==> config.mk <==
export PLATFORM = sky130hd
export DESIGN_NAME = input_loader
export DESIGN_NICKNAME = d
export VERILOG_FILES = /design/src/rtl/mm_pkg.sv /design/src/rtl/input_loader.sv
export SDC_FILE = /design/constraint.sdc
export NUM_CORES = 1
export LEC_CHECK = 0
export ABC_AREA = 1
export CAP_MARGIN = 40
export CORE_MARGIN = 4
export CORE_UTILIZATION = 45
export CTS_CLUSTER_SIZE = 12
export DETAILED_ROUTE_END_ITERATION = 12
export GPL_TIMING_DRIVEN = 0
export PLACE_DENSITY_LB_ADDON = 0.2
export SKIP_LAST_GASP = 1
export SLEW_MARGIN = 20
export SYNTH_ARGS = -nofsm -noshare
export SYNTH_HDL_FRONTEND = slang
export SYNTH_SLANG_ARGS = --single-unit
==> constraint.sdc <==
create_clock -name clk -period 2.26 [get_ports clk]
set_input_delay 0.678 -clock clk [delete_from_list [all_inputs] [get_ports clk]]
set_output_delay 0.678 -clock clk [all_outputs]
set_load 0.02 [all_outputs]
==> src/rtl/mm_pkg.sv <==
// Shared constants for the matrix-multiply datapath: frame geometry, default
// RAM geometry and the input_loader state encoding.
package mm_pkg;

  localparam int NUMBER_OF_A_WORDS = 448;
  localparam int NUMBER_OF_B_WORDS = 8;
  localparam int NUMBER_OF_C_WORDS = 3;

  localparam int DEFAULT_WIDTH        = 8;
  localparam int DEFAULT_A_DEPTH_BITS = 9;
  localparam int DEFAULT_B_DEPTH_BITS = 3;
  localparam int DEFAULT_C_DEPTH_BITS = 2;

  localparam int LOADER_STATE_BITS = 3;
  localparam logic [LOADER_STATE_BITS-1:0] LOAD_A    = 3'd0;
  localparam logic [LOADER_STATE_BITS-1:0] LOAD_B    = 3'd1;
  localparam logic [LOADER_STATE_BITS-1:0] LOAD_C    = 3'd2;
  localparam logic [LOADER_STATE_BITS-1:0] FIRE      = 3'd3;
  localparam logic [LOADER_STATE_BITS-1:0] WAIT_DONE = 3'd4;

endpackage

==> src/rtl/input_loader.sv <==
// Streams one 459-beat frame into the A, B and C RAMs, then pulses Start and
// waits for Done. Define INPUT_LOADER_TLAST_CHECK_EN to enable the sticky s_tlast framing check.
module input_loader
  import mm_pkg::*;
#(
  parameter int width        = DEFAULT_WIDTH,
  parameter int A_depth_bits = DEFAULT_A_DEPTH_BITS,
  parameter int B_depth_bits = DEFAULT_B_DEPTH_BITS,
  parameter int C_depth_bits = DEFAULT_C_DEPTH_BITS
) (
  input  logic                    clk,
  input  logic                    reset,
  input  logic [width-1:0]        s_tdata,
  input  logic                    s_tvalid,
  output logic                    s_tready,
  input  logic                    s_tlast,
  output logic                    A_write_en,
  output logic [A_depth_bits-1:0] A_write_address,
  output logic [width-1:0]        A_write_data_in,
  output logic                    B_write_en,
  output logic [B_depth_bits-1:0] B_write_address,
  output logic [width-1:0]        B_write_data_in,
  output logic                    C_write_en,
  output logic [C_depth_bits-1:0] C_write_address,
  output logic [width-1:0]        C_write_data_in,
  output logic                    Start,
  input  logic                    Done,
  output logic                    frame_error
);

  localparam logic [A_depth_bits-1:0] A_LAST = A_depth_bits'(NUMBER_OF_A_WORDS - 1);
  localparam logic [B_depth_bits-1:0] B_LAST = B_depth_bits'(NUMBER_OF_B_WORDS - 1);
  localparam logic [C_depth_bits-1:0] C_LAST = C_depth_bits'(NUMBER_OF_C_WORDS - 1);

  logic [LOADER_STATE_BITS-1:0] state, next_state;
  logic [A_depth_bits-1:0]      a_idx;
  logic [B_depth_bits-1:0]      b_idx;
  logic [C_depth_bits-1:0]      c_idx;
  logic                         c_done;
  logic                         accept;
  logic                         c_last_beat;
  logic                         tready_next;

  // LOAD_C lingers one cycle after the final beat (c_done) so that FIRE lands
  // in the cycle after the last C write.
  always_comb begin
    accept      = s_tvalid && s_tready;
    c_last_beat = (state == LOAD_C) && accept && (c_idx == C_LAST);
    next_state  = state;
    case (state)
      LOAD_A:    if (accept && (a_idx == A_LAST)) next_state = LOAD_B;
      LOAD_B:    if (accept && (b_idx == B_LAST)) next_state = LOAD_C;
      LOAD_C:    if (c_done) next_state = FIRE;
      FIRE:      next_state = WAIT_DONE;
      WAIT_DONE: if (Done) next_state = LOAD_A;
      default:   next_state = LOAD_A;
    endcase
    tready_next = (next_state == LOAD_A) || (next_state == LOAD_B) ||
                  ((next_state == LOAD_C) && !c_last_beat);
  end

  always_ff @(posedge clk or posedge reset) begin
    if (reset) begin
      state           <= LOAD_A;
      s_tready        <= 1'b0;
      a_idx           <= '0;
      b_idx           <= '0;
      c_idx           <= '0;
      c_done          <= 1'b0;
      Start           <= 1'b0;
      A_write_en      <= 1'b0;
      A_write_address <= '0;
      A_write_data_in <= '0;
      B_write_en      <= 1'b0;
      B_write_address <= '0;
      B_write_data_in <= '0;
      C_write_en      <= 1'b0;
      C_write_address <= '0;
      C_write_data_in <= '0;
    end else begin
      state    <= next_state;
      s_tready <= tready_next;
      Start    <= (next_state == FIRE);
      c_done   <= c_last_beat;

      A_write_en <= accept && (state == LOAD_A);
      B_write_en <= accept && (state == LOAD_B);
      C_write_en <= accept && (state == LOAD_C);
      if (accept && (state == LOAD_A)) begin
        A_write_address <= a_idx;
        A_write_data_in <= s_tdata;
      end
      if (accept && (state == LOAD_B)) begin
        B_write_address <= b_idx;
        B_write_data_in <= s_tdata;
      end
      if (accept && (state == LOAD_C)) begin
        C_write_address <= c_idx;
        C_write_data_in <= s_tdata;
      end

      // Each index runs only while its state persists and clears on exit.
      if ((state == LOAD_A) && (next_state == LOAD_A))
        a_idx <= accept ? a_idx + A_depth_bits'(1) : a_idx;
      else
        a_idx <= '0;
      if ((state == LOAD_B) && (next_state == LOAD_B))
        b_idx <= accept ? b_idx + B_depth_bits'(1) : b_idx;
      else
        b_idx <= '0;
      if ((state == LOAD_C) && !c_last_beat)
        c_idx <= accept ? c_idx + C_depth_bits'(1) : c_idx;
      else
        c_idx <= '0;
    end
  end

`ifdef INPUT_LOADER_TLAST_CHECK_EN
  logic tlast_expected;
  assign tlast_expected = (state == LOAD_C) && (c_idx == C_LAST);

  always_ff @(posedge clk or posedge reset) begin
    if (reset)
      frame_error <= 1'b0;
    else if (accept && (s_tlast != tlast_expected))
      frame_error <= 1'b1;
  end
`else
  logic unused_tlast;
  assign unused_tlast = s_tlast;
  assign frame_error  = 1'b0;
`endif

endmodule

**Yosys cells after proc, flatten, opt, wreduce, memory -nomap -nowiden**

Index checks and enable logic that the tools add are counted.

- Add/sub/neg operators: 3
- Equal/unequal tests: 13
- Multiplexer cells: 11
- Reductions and logical operators: 16

Operators with widths:

| cell | count |
|---|---|
| $mux W3 | 6 |
| $mux W9 | 2 |
| $pmux W3 S5 | 1 |
| $eq A3 B2 Y1 const B | 4 |
| $logic_and A1 B1 Y1 | 11 |
| $add A9 B1 Y9 const B | 1 |
| $eq A9 B9 Y1 const B | 1 |
| $eq A3 B1 Y1 const B | 2 |
| $eq A3 B3 Y1 const B | 2 |
| $logic_not A3 Y1 | 2 |
| $ne A2 B2 Y1 const B | 3 |
| $mux W2 | 2 |
| $add A3 B1 Y3 const B | 1 |
| $add A2 B1 Y2 const B | 1 |
| $eq A2 B2 Y1 const B | 1 |
| $logic_or A1 B1 Y1 | 2 |
| $logic_not A1 Y1 | 1 |

- Register bits: 61
- Input bits: 13
- Output and inout port bits: 44

**Longest topological paths before layout**

- Word-level depth: 7
- Depth in mapped cells: 8
- Mapped depth without buffers: 8

**Worst setup path before layout**

OpenSTA, ideal clock, no wires.

- Kind: input-to-reg
- From: in s_tvalid
- To: reg a_idx[7]
- Arrival: 1.404 ns
- Data required time: 2.142 ns
- Slack: 0.738 ns
- Stages: 8
- Cells stage by stage: nand2_4 buf_8 nor2_8 nand2_4 nor2_4 nor2_4 nand2_4 nor2_2

- Cells in the longest elaborated chain, start to end: 7

RTL lines:

| what | RTL line | source |
|---|---|---|
| start: declaration | input_loader.sv:14 | `input logic s_tvalid,` |
| $logic_and A1 B1 Y1 * | input_loader.sv:47 | `accept = s_tvalid && s_tready;` |
| $logic_and A1 B1 Y1 (on tied branches) | input_loader.sv:52, input_loader.sv:51 |  |
| $mux W3 (on tied branches) | input_loader.sv:52, input_loader.sv:51 |  |
| $pmux W3 S5 | input_loader.sv:50 | `case (state)` |
| $logic_not A3 Y1 | input_loader.sv:103 | `if ((state == LOAD_A) && (next_state == LOAD_A))` |
| $logic_and A1 B1 Y1 | input_loader.sv:103 |  |
| $ne A2 B2 Y1 (no source line) or $mux W9 (tied branches) | -- |  |
| end signal: assignment | input_loader.sv:104 | `a_idx <= accept ? a_idx + A_depth_bits'(1) : a_idx;` |
| end: declaration | input_loader.sv:36 | `logic [A_depth_bits-1:0] a_idx;` |

Every way passes the cells marked *; elsewhere a longest branch is shown, timed or not.
A chain may end at the register's enable or synchronous reset.

**Worst setup path in the final report**

- From: reg s_tready
- To: out s_tready

RTL lines:

| what | RTL line | source |
|---|---|---|
| start: declaration | input_loader.sv:15 | `output logic s_tready,` |
| start signal: assignment | input_loader.sv:82 | `s_tready <= tready_next;` |

No word-level cell between the ends.

==> metrics.md <==
| Metric | Value |
|---|---|
| Outcome | finished, final reports clean |
| Nets | 352 |
| Total CTS buffers | 9 |
| Crit path launch | s_tready$_DFF_PP0_ |
| Maxcap violations | 0 |
| Slew Viols, Final | 0 |
| Global-route wire length before repair | 9.99 mm |
| Synthesized cell area | 0.00264 mm2 |
| Setup violations, final | 0 |
| Initial Util | 47.1% |
| Sequential Power Share | 44.4% |
| Register bit total from synthesis | 61 |
| Post-CTS setup buffers | 0 |
| DRT Pass-1 Iters | 4 |
| CP Capture Type | output port |
| CP max stage cell | clkdlybuf4s50_1 |
| Final Non-Filler Cells | 412 |
| Net switching power figure | 800 uW |
| Hold Crit Class | reg2reg |
| VDD IR max | 480 uV |
| Tot GR Track Use | 17.7% |
| Syn Area/Cell | 9.81 um2 |
| CP required | 1580 ps |
| Count of cell types in the netlist | 28 |
| Syn Nets | 286 |
| Horiz. Die Dim | 84.6 um |
| Die height | 84.6 um |
| Post-synth top area cell | dfrtp_1 |
| ANT nets after route | 0 |
| Share of cells above drive strength 1 | 18.5% |
| Combinational group share of total power | 18.2% |
| CTS H-tree depth | 3 |
| Delay-heaviest family, CP | buffers and inverters |
| Internal cell power | 2110 uW |
| Mean number of vias per cell | 4.84 |
| CP cell instances | clkdlybuf4s50_1 |
| Min Tclk post-route | 2060 ps |
| Clock power frac | 37.4% |
| # placed instances | 396 |
| Crit path kind | reg2out |
| Layout area overhead | 33.6% |
| Setup TNS | 0 ps |
| CP startpoint kind | register |
| Buffer depth of the longest clock path | 2 |
| PD cells | 826 mW/mm2 |
| Clk_lat worst skew | 330 ps |
| GPL Wtd Cong | 0.835 |
| Post-synthesis cell count | 269 |
| Clock Sinks | 61 |
| Drt total wl | 5.64 mm |
| Clk root buf | clkbuf_8 |
| Routed length per placed instance | 13.7 um |
| Sequential element share of the synthesized area | 57.8% |
| Largest cells by area after synthesis | dfrtp_1 (58%), nand2_1 (9.4%), o21ai_1 (4.7%) |
| RSZ-0062 raised after global routing | no |
| Ports | 57 |
| Initial antenna violation count | 0 |
| Switching part of the total | 27.5% |
| Core box area | 0.00561 mm2 |
| Std cell rows | 27 |
| Post_cts resized | 0 |
| Fmax | 0.486 GHz |
| N_diodes | 0 |
| Syn. warnings | 0 |
| Total power | 2910 uW |
| Critical path arrival | 1380 ps |
| Total congestion overflow | 0 |
| Final hold vios | 0 |
| Worst-path fanout max | 3 |
| LEAKAGE | 0.00167 uW |
| Iter 0 DRT Violations | 97 |
| DRC | 0 |
| Clock Pin Slew Worst Setup and Hold Paths | 70 ps |
| Largest net degree at the start of global routing | 48 |
| Port-buffer cells | 54 |
| Via count | 1,994 |
| Full die area | 0.00715 mm2 |
| Hold_buf cts | 0 |
| Worst Path Buf+Inv | 1 |
| FF-to-FF Start | b_idx[0]$_DFFE_PP0P_ |
| CTS tree | built |
| Vias in the first global route | 2,092 |
| Slowest cell delay on critical path | 630 ps |
| Final period utilization | 91.0% |
| Hpwl dp | 4.19 mm |
| Clock Skew | 5.90 ps |
| Yosys top cell area share | 57.8% |
| HP Start | A_write_address[4]$_DFFE_PP0P_ |
-- cell families after synthesis --
logic type	Yosys count	synth area share (%)
DFF	61	57.8
and+or+nand+nor	115	21.9
other	1	0.142
adders and majority gates	4	1.90
buffers and inverters	40	6.88
AOI/OAI and AO/OA	42	9.34
xor gates and xnor gates	6	1.99
-- layout by cell type (no fill, tap or decap), drive strengths merged --
cell type      netlist  routed
clkdlybuf4s50        0      54
ha                   4       4
nand2               71      71
conb                 1       1
nor3                 1       1
o21a                 1       1
clkbuf               0      12
a21oi                4       4
dfrtp               61      61
xor2                 6       6
o21ai               35      35
o31ai                1       1
bufinv               0       2
nor2                25      25
buf                  8       9
inv                 32      32
nand3               14      14
clkinv               0       2
o22ai                1       1
nand4                4       4
-- layer usage --
metal	wire [um]	up-vias	GRT usage (%)
met5	0	-	0
met4	72	0	8.20
met3	267	7	3.83
met2	2780	49	29.3
met1	2520	951	22.0
li1	-	987	-
-- power by group through the flow --
stage	combinational, uW	clock (uW)	sequential, uW
after CTS	537	1100	1290
after global routing	584	1150	1310
after floorplan	266	0	1360
after detailed placement	529	0	1310
after global placement	513	0	1310
final	530	1090	1290
-- Yosys cell counts (all sizes together) --
master  count
nand2      71
o21ai      35
o21a        1
o22ai       1
nor2       25
conb        1
nor3        1
inv        32
a21oi       4
xor2        6
o31ai       1
dfrtp      61
buf         8
nand4       4
nand3      14
ha          4
-- sequential cells by signal, summed over array words and instances (netlist names) --
register	cells
C_write_en	1
c_done	1
B_write_address	3
s_tready	1
A_write_data_in	8
state	3
c_idx	2
a_idx	9
B_write_data_in	8
C_write_address	2
B_write_en	1
A_write_en	1
b_idx	3
C_write_data_in	8
A_write_address	9
Start	1
-- through the flow --
step / util, % / area (um2) / worst slack (ps) / hold slack [ps]
floorplan: - / 2640 / 69.0 / 475
global placement: 58.3 / 3270 / -1000 / 458
detailed placement: 58.8 / 3300 / 92.9 / 461
CTS: 62.9 / 3520 / 192 / 477
global route: 62.9 / 3520 / 177 / 495
finish: 62.9 / 3520 / 204 / 473
-- area by class of cell --
| class | instances | area (um2) |
|---|---|---|
| fillers | 476 | 2080 |
| flip-flops and latches | 61 | 1530 |
| multi-input cells | 168 | 931 |
| repair buffers | 55 | 568 |
| clock buffers | 12 | 155 |
| inverters | 32 | 125 |
| well taps | 72 | 90.1 |
| clock inverters | 4 | 70.1 |
| plain buffers | 8 | 58.8 |
-- path summary, 6_finish.rpt --
path / cells past startpoint / slack (ps) / endpoint
min: 2 / 470 / A_write_address[4]$_DFFE_PP0P_
max reg2reg: 8 / 690 / a_idx[7]$_DFFE_PP0P_
max in group asynchronous: 3 / 1150 / B_write_data_in[2]$_DFFE_PP0P_
min reg2reg: 2 / 470 / A_write_address[4]$_DFFE_PP0P_
min in group asynchronous: 2 / 630 / a_idx[5]$_DFFE_PP0P_
max: 1 / 200 / s_tready
No activity file was read; power rests on OpenSTA's default activity.
